==> src/rtl/alu_seq_pkg.sv <==
// Shared definitions for the ALU sequencer: bus widths, operation and operand-select codes,
// per-bit select polarity masks, flag bit positions and FSM state constants.
package alu_seq_pkg;

  localparam int unsigned ALU_N_OPS    = 19;
  localparam int unsigned ALU_N_SEL_HI = 20;
  localparam int unsigned ALU_N_SEL_LO = 44;

  // Operation codes; the code is the bit position on the one-hot PA_* bus.
  typedef enum logic [4:0] {
    OpNop  = 5'd0,
    OpAdd  = 5'd1,
    OpAdc  = 5'd2,
    OpSub  = 5'd3,
    OpSbc  = 5'd4,
    OpAnd  = 5'd5,
    OpXor  = 5'd6,
    OpOr   = 5'd7,
    OpCp   = 5'd8,
    OpInc  = 5'd9,
    OpDec  = 5'd10,
    OpRlc  = 5'd11,
    OpRrc  = 5'd12,
    OpRl   = 5'd13,
    OpRr   = 5'd14,
    OpDaa  = 5'd15,
    OpCpl  = 5'd16,
    OpRld  = 5'd17,
    OpRrd  = 5'd18
  } alu_op_e;

  // High-operand select codes (bit position on the PA_Select_*_high bus).
  typedef enum logic [4:0] {
    SelHiA, SelHiF, SelHiB, SelHiC, SelHiD, SelHiE, SelHiH, SelHiL,
    SelHiIxh, SelHiIxl, SelHiIyh, SelHiIyl, SelHiSph, SelHiSpl, SelHiPch, SelHiPcl,
    SelHiTmp, SelHiI, SelHiR, SelHiConst01
  } sel_hi_e;

  // Low-operand select codes (bit position on the PA_Select_*_low bus).
  typedef enum logic [5:0] {
    SelLoA, SelLoF, SelLoB, SelLoC, SelLoD, SelLoE, SelLoH, SelLoL,
    SelLoIxh, SelLoIxl, SelLoIyh, SelLoIyl, SelLoSph, SelLoSpl, SelLoPch, SelLoPcl,
    SelLoTmp, SelLoI, SelLoR, SelLoData, SelLoAdrLo, SelLoAdrHi, SelLoImm,
    SelLoConst00, SelLoConstFF, SelLoConstFE, SelLoConstFD, SelLoConstFB, SelLoConstF7,
    SelLoConstEF, SelLoConstDF, SelLoConstBF, SelLoConst7F, SelLoConst06, SelLoConst60,
    SelLoConst66, SelLoConst01, SelLoConst02, SelLoConst04, SelLoConst08, SelLoConst10,
    SelLoConst20, SelLoConst40, SelLoConst80
  } sel_lo_e;

  // A set bit marks a select line that the ALU treats as active-low.
  localparam logic [ALU_N_SEL_HI-1:0] SEL_HI_ACTIVE_LOW = 20'h3_0F00;
  localparam logic [ALU_N_SEL_LO-1:0] SEL_LO_ACTIVE_LOW = 44'h00F_0000_00F4;

  // Bit positions within aluFlags.
  localparam int unsigned FLAG_RESULT0  = 7;
  localparam int unsigned FLAG_OVF8     = 6;
  localparam int unsigned FLAG_OVF16    = 5;
  localparam int unsigned FLAG_NPARITY8 = 4;
  localparam int unsigned FLAG_CY16     = 3;
  localparam int unsigned FLAG_NCY8     = 2;
  localparam int unsigned FLAG_NCY4     = 1;
  localparam int unsigned FLAG_DAA_H    = 0;

  typedef logic [1:0] seq_state_t;
  localparam seq_state_t StIdle    = 2'd0;
  localparam seq_state_t StDrive   = 2'd1;
  localparam seq_state_t StCapture = 2'd2;
  localparam seq_state_t StDone    = 2'd3;

  // A repeat count of zero encodes the maximum of 256 passes.
  function automatic logic [8:0] passes_from_count(input logic [7:0] count);
    return (count == 8'd0) ? 9'd256 : {1'b0, count};
  endfunction

endpackage

==> src/rtl/alu_select_decoder.sv <==
// Code-to-one-hot decoder with per-bit output polarity.
//  code_i  binary code; codes >= Width decode to no active line
//  en_i    when low no line is active
//  sel_o   one-hot (active-high) XOR ActiveLowMask, so inactive lines sit at their idle level
module alu_select_decoder #(
  parameter int unsigned     Width         = 8,
  parameter int unsigned     CodeW         = 3,
  parameter logic [Width-1:0] ActiveLowMask = '0
) (
  input  logic [CodeW-1:0] code_i,
  input  logic             en_i,
  output logic [Width-1:0] sel_o
);

  logic [Width-1:0] onehot;

  always_comb begin
    onehot = '0;
    for (int unsigned i = 0; i < Width; i++) begin
      onehot[i] = en_i && (code_i == CodeW'(i));
    end
  end

  assign sel_o = onehot ^ ActiveLowMask;

endmodule

==> src/rtl/alu_sequencer.sv <==
// Sequencer for the combinational 8/16-bit ALU. Accepts one request (op, operand selects,
// repeat count, stop-on-zero), drives the one-hot operation and select buses for each pass,
// captures the result and flags at the end of every pass and optionally ends early on a zero
// result.
//  clk, notReset                clock, asynchronous active-low reset
//  reqValid/reqReady            request handshake; reqOp/reqSelHi/reqSelLo/reqCount/reqStopOnZero
//  abort                        synchronous cancel of a running sequence
//  notResult, aluFlags          ALU result (active-low) and flags
//  aluOp, aluSelHi, aluSelLo    ALU control buses
//  wbValid, resultQ, flagsQ     per-pass capture and its one-cycle valid strobe
//  passesLeft, busy, done       progress and completion status
module alu_sequencer
  import alu_seq_pkg::*;
#(
  parameter int unsigned N_OPS    = ALU_N_OPS,
  parameter int unsigned N_SEL_HI = ALU_N_SEL_HI,
  parameter int unsigned N_SEL_LO = ALU_N_SEL_LO
) (
  input  logic                clk,
  input  logic                notReset,
  input  logic                reqValid,
  output logic                reqReady,
  input  logic [4:0]          reqOp,
  input  logic [4:0]          reqSelHi,
  input  logic [5:0]          reqSelLo,
  input  logic [7:0]          reqCount,
  input  logic                reqStopOnZero,
  input  logic                abort,
  input  logic [15:0]         notResult,
  input  logic [7:0]          aluFlags,
  output logic [N_OPS-1:0]    aluOp,
  output logic [N_SEL_HI-1:0] aluSelHi,
  output logic [N_SEL_LO-1:0] aluSelLo,
  output logic                wbValid,
  output logic [15:0]         resultQ,
  output logic [7:0]          flagsQ,
  output logic [8:0]          passesLeft,
  output logic                busy,
  output logic                done
);

  seq_state_t  state_q, state_d;
  logic [8:0]  passes_q, passes_d;
  logic [4:0]  op_q;
  logic [4:0]  sel_hi_q;
  logic [5:0]  sel_lo_q;
  logic        stop_zero_q;
  logic [15:0] result_q;
  logic [7:0]  flags_q;
  logic        wb_valid_q;

  logic        accept;
  logic        capture_fire;
  logic        last_pass;
  logic        drive_en;
  logic [4:0]  op_code;

  assign accept       = (state_q == StIdle) && reqValid;
  assign capture_fire = (state_q == StCapture) && !abort;
  assign last_pass    = (passes_q == 9'd1) || (stop_zero_q && aluFlags[FLAG_RESULT0]);
  assign drive_en     = (state_q == StDrive) || (state_q == StCapture);

  always_comb begin
    state_d  = state_q;
    passes_d = passes_q;
    unique case (state_q)
      StIdle: begin
        if (reqValid) begin
          state_d  = StDrive;
          passes_d = passes_from_count(reqCount);
        end
      end
      StDrive: begin
        if (abort) begin
          state_d  = StIdle;
          passes_d = 9'd0;
        end else begin
          state_d = StCapture;
        end
      end
      StCapture: begin
        if (abort) begin
          state_d  = StIdle;
          passes_d = 9'd0;
        end else if (last_pass) begin
          // An early stop also leaves nothing outstanding.
          state_d  = StDone;
          passes_d = 9'd0;
        end else begin
          state_d  = StDrive;
          passes_d = passes_q - 9'd1;
        end
      end
      StDone: begin
        state_d  = StIdle;
        passes_d = 9'd0;
      end
      default: begin
        state_d  = StIdle;
        passes_d = 9'd0;
      end
    endcase
  end

  always_ff @(posedge clk or negedge notReset) begin
    if (!notReset) begin
      state_q     <= StIdle;
      passes_q    <= 9'd0;
      op_q        <= 5'd0;
      sel_hi_q    <= 5'd0;
      sel_lo_q    <= 6'd0;
      stop_zero_q <= 1'b0;
      result_q    <= 16'd0;
      flags_q     <= 8'd0;
      wb_valid_q  <= 1'b0;
    end else begin
      state_q    <= state_d;
      passes_q   <= passes_d;
      wb_valid_q <= capture_fire;
      if (accept) begin
        op_q        <= reqOp;
        sel_hi_q    <= reqSelHi;
        sel_lo_q    <= reqSelLo;
        stop_zero_q <= reqStopOnZero;
      end
      if (capture_fire) begin
        result_q <= ~notResult;
        flags_q  <= aluFlags;
      end
    end
  end

  // Illegal op codes and idle phases fall back to NOP so exactly one op line is always high.
  always_comb begin
    op_code = OpNop;
    if (drive_en && (op_q < 5'(N_OPS))) begin
      op_code = op_q;
    end
  end

  alu_select_decoder #(
    .Width        (N_OPS),
    .CodeW        (5),
    .ActiveLowMask('0)
  ) u_op_dec (
    .code_i(op_code),
    .en_i  (1'b1),
    .sel_o (aluOp)
  );

  alu_select_decoder #(
    .Width        (N_SEL_HI),
    .CodeW        (5),
    .ActiveLowMask(SEL_HI_ACTIVE_LOW)
  ) u_hi_dec (
    .code_i(sel_hi_q),
    .en_i  (drive_en),
    .sel_o (aluSelHi)
  );

  alu_select_decoder #(
    .Width        (N_SEL_LO),
    .CodeW        (6),
    .ActiveLowMask(SEL_LO_ACTIVE_LOW)
  ) u_lo_dec (
    .code_i(sel_lo_q),
    .en_i  (drive_en),
    .sel_o (aluSelLo)
  );

  assign reqReady   = (state_q == StIdle);
  assign busy       = (state_q != StIdle);
  // An abort in the done cycle cancels the completion pulse as well.
  assign done       = (state_q == StDone) && !abort;
  assign wbValid    = wb_valid_q;
  assign resultQ    = result_q;
  assign flagsQ     = flags_q;
  assign passesLeft = passes_q;

endmodule
==> config.mk <==
export PLATFORM = sky130hd
export DESIGN_NAME = alu_sequencer
export DESIGN_NICKNAME = d
export VERILOG_FILES = /design/src/rtl/alu_seq_pkg.sv /design/src/rtl/alu_select_decoder.sv /design/src/rtl/alu_sequencer.sv
export SDC_FILE = /design/constraint.sdc
export NUM_CORES = 1
export LEC_CHECK = 0
export ABC_AREA = 1
export CORE_ASPECT_RATIO = 0.5
export CORE_UTILIZATION = 35
export CTS_BUF_LIST = sky130_fd_sc_hd__clkbuf_16
export DETAILED_ROUTE_END_ITERATION = 10
export PLACE_DENSITY = 0.83
export SYNTH_ARGS = -nofsm -noshare
export SYNTH_HDL_FRONTEND = slang
export SYNTH_SLANG_ARGS = --single-unit
==> constraint.sdc <==
create_clock -name clk -period 1.7 [get_ports clk]
set_input_delay 0.34 -clock clk [delete_from_list [all_inputs] [get_ports clk]]
set_output_delay 0.34 -clock clk [all_outputs]
set_load 0.005 [all_outputs]
==> metrics.csv <==
metric,value,unit
status,"finished, violations left",
violations,setup timing,
required,1.36,ns
critPathArrivalTime,1.87,ns
drive_gt1_share,40.8,%
initial_core_util,36.9,%
rsz0062_at_grt,yes,
grt_pass1_wl,17500,um
grt_usage,24.7,%
worst_path_most_repeated_cell,inv_2,
crit_fanout,4,
n_fill_cell,581,
stdcell_area,0.00592,mm^2
n_antenna_cell,0,
ys_seq_area_share,43.8,%
dp_hpwl,7700,um
cp_top_family,buffers and inverters,
cpPeakStageDelay,0.37,ns
yosys_warnings,0,
antenna_left,0,
regArea,0.00133,mm^2
nNetsFinal,749,
slowest_stage,dfrtp_1,
placed_area,0.00527,mm^2
crit_path_end_kind,output port,
synth_cell_types,24,
crit_buf_inv,6,
setup_ws,-0.507,ns
die_area,0.00904,mm^2
tightestPinTransition,0.331,ns
fin_skew,0.00516,ns
postSynthCellCount,441,
slew_viol_final,0,
fp.dieH,67.7,um
drc,0,
overflow,0,
synth_area,0.00303,mm^2
clk_latency,0.29,ns
multiInputGateArea,0.00196,mm^2
clkTransAtPathRegs,0.07,ns
cts_sinks,53,
clockBufferDepth,2,
finalWeightedCongestion,0.870,
crit_type,flop to output port,
cts_root_buf,clkbuf_16,
numPortBuffers,172,
maxCapViolCount,0,
drt_pass1_iterations,5,
worstHoldPathType,primary input to async pin,
power,10.2,mW
row_count,23,
crit_chain,inv_2 > ha_4 > inv_8 > buf_6 > nor3_4 > buf_4 > inv_2 > nor2_2 > buf_2,
num_io_pins,173,
synth.avg_cell_area,6.86,um^2
first_global_vias,3699,
antenna_found_initial,0,
synthesis.nets,500,
start_kind,flop,
htree_levels,2,
power_density,1720,mW/mm^2
avgViaCountPerCell,5.02,
cts_tree,yes,
vias,4032,
die_x,133,um
synth_seq_cells,53,
grt_max_degree,54,
slew_headroom,77.9,%
drtIter0Drc,204,
final-setup-viol-count,83,
area_delta_synth_final,95.7,%
period_share,130,%
ff2ff_setup_slack,0.02,ns
drt-total-wl,12700,um
leakagePower,2.82,nW
cts-hold-fix-buffers,0,
fmax,0.453,GHz
hold_viol_final,0,
finalCriticalPeriod,2.21,ns
cts_inserted_buffers,5,
core_area,0.00820,mm^2
drt-wirelength-per-cell,15.8,um
peakVddDrop,0.764,mV
-- cell usage in the layout, fill, tap and decap left out, drive strengths merged --
cell type      instances
clkbuf                 5
nand3                 12
nor3                   4
nand4                  2
o21ai                 20
nor2                 130
clkinv                 2
or2                    1
bufinv                 1
mux2                   7
clkinvlp               2
buf                  164
xor2                   2
o41ai                  1
a21oi                 24
clkdlybuf4s50         85
nand2                114
dfrtp                 53
dlygate4sd2            2
inv                   53
ha                     6
o221ai                 1
-- logic make-up after synthesis --
group	share of synthesized area (%)
and+or+nand+nor	34.5
buffers and inverters	8.19
DFF	43.8
AOI/OAI and AO/OA	7.86
muxes	2.61
adders and majority gates	2.48
xor gates and xnor gates	0.579
-- worst register-to-register path, cell delays in order (launching register included) --
cell     delay [ns]
dfrtp_1        0.37
inv_2          0.06
buf_4          0.13
buf_4          0.13
ha_1           0.20
nand2_2        0.11
nor2_4         0.06
buf_4          0.13
nand3_2        0.09
nor2_1         0.06
nor2_1         0.18
nor2_1         0.06
-- final timing paths --
check	start	end	depth (start not counted)
setup / recovery	state_q[0]$_DFFE_PN0N_	aluSelHi[19]	9
hold / removal	notReset	passesLeft[1]$_DFFE_PN0P_	2
setup reg to reg	state_q[0]$_DFFE_PN0N_	passesLeft[5]$_DFFE_PN0P_	11
hold reg to reg	flagsQ[2]$_DFFE_PN0P_	flagsQ[2]$_DFFE_PN0P_	2
max in group asynchronous	notReset	passesLeft[4]$_DFFE_PN0P_	2
min in group clk	flagsQ[2]$_DFFE_PN0P_	flagsQ[2]$_DFFE_PN0P_	2
-- layer usage --
| layer | vias up | track usage (%) | routed length [um] |
|---|---|---|---|
| li1 | 1853 | - | - |
| met1 | 1884 | 28.1 | 4850 |
| met2 | 217 | 45.4 | 6400 |
| met3 | 78 | 5.48 | 820 |
| met4 | 0 | 11.6 | 598 |
| met5 | - | 0 | 0 |
-- power by group --
group / internal (mW) / total [mW] / switching, mW
Combinational: 3.15 / 6.67 / 3.52
Sequential: 1.85 / 2.35 / 0.494
Clock: 0.693 / 1.16 / 0.470
Total: 5.70 / 10.2 / 4.49
-- sequential cells by signal, indices dropped and copies added (netlist names) --
register,flops
flagsQ,8
op_q,5
passesLeft,9
resultQ,16
sel_hi_q,5
sel_lo_q,6
state_q,2
stop_zero_q,1
wbValid,1
-- through the flow --
stage	hold WS, ns	instances	setup TNS [ns]	setup WS (ns)	utilization (%)
after global routing	0.0471	803	-37.29	-0.566	72.2
after CTS	0.0418	802	-24.50	-0.399	68.6
after floorplan	0.0444	441	0	0.00205	-
after detailed placement	0.368	764	-32.01	-0.594	64.2
final	0.0239	803	-32.20	-0.507	72.2
after global placement	0.358	764	-27.71	-0.490	64.2
-- layout make-up --
class                   instances  area share, %
clock inverters                 3          0.718
clock buffers                   5           2.11
inverters                      54           4.04
multi-input cells             324           33.0
repair inverters                1          0.127
repair buffers                251           35.2
well taps                     112           2.37
flip-flops and latches         53           22.4
-- synthesized netlist by cell type (all sizes together) --
master,number,area (um^2)
a21oi,24,120
buf,1,11.3
clkbuf,9,33.8
clkinv,1,3.75
dfrtp,53,1330
ha,6,75.1
inv,53,199
mux2,7,78.8
nand2,114,435
nand3,12,60.1
nand4,2,12.5
nor2,130,498
nor3,4,30.0
o21ai,20,100
o221ai,1,8.76
o41ai,1,8.76
or2,1,6.26
xor2,2,17.5
-- what timing repair did --
item                       CTS  global route
pin swaps                   38            31
gates resized for setup    423            95
buffers inserted            29             4
setup endpoints to repair   86           101
cloned                       2             0
Note: power is estimated with default switching activity, not from simulation.
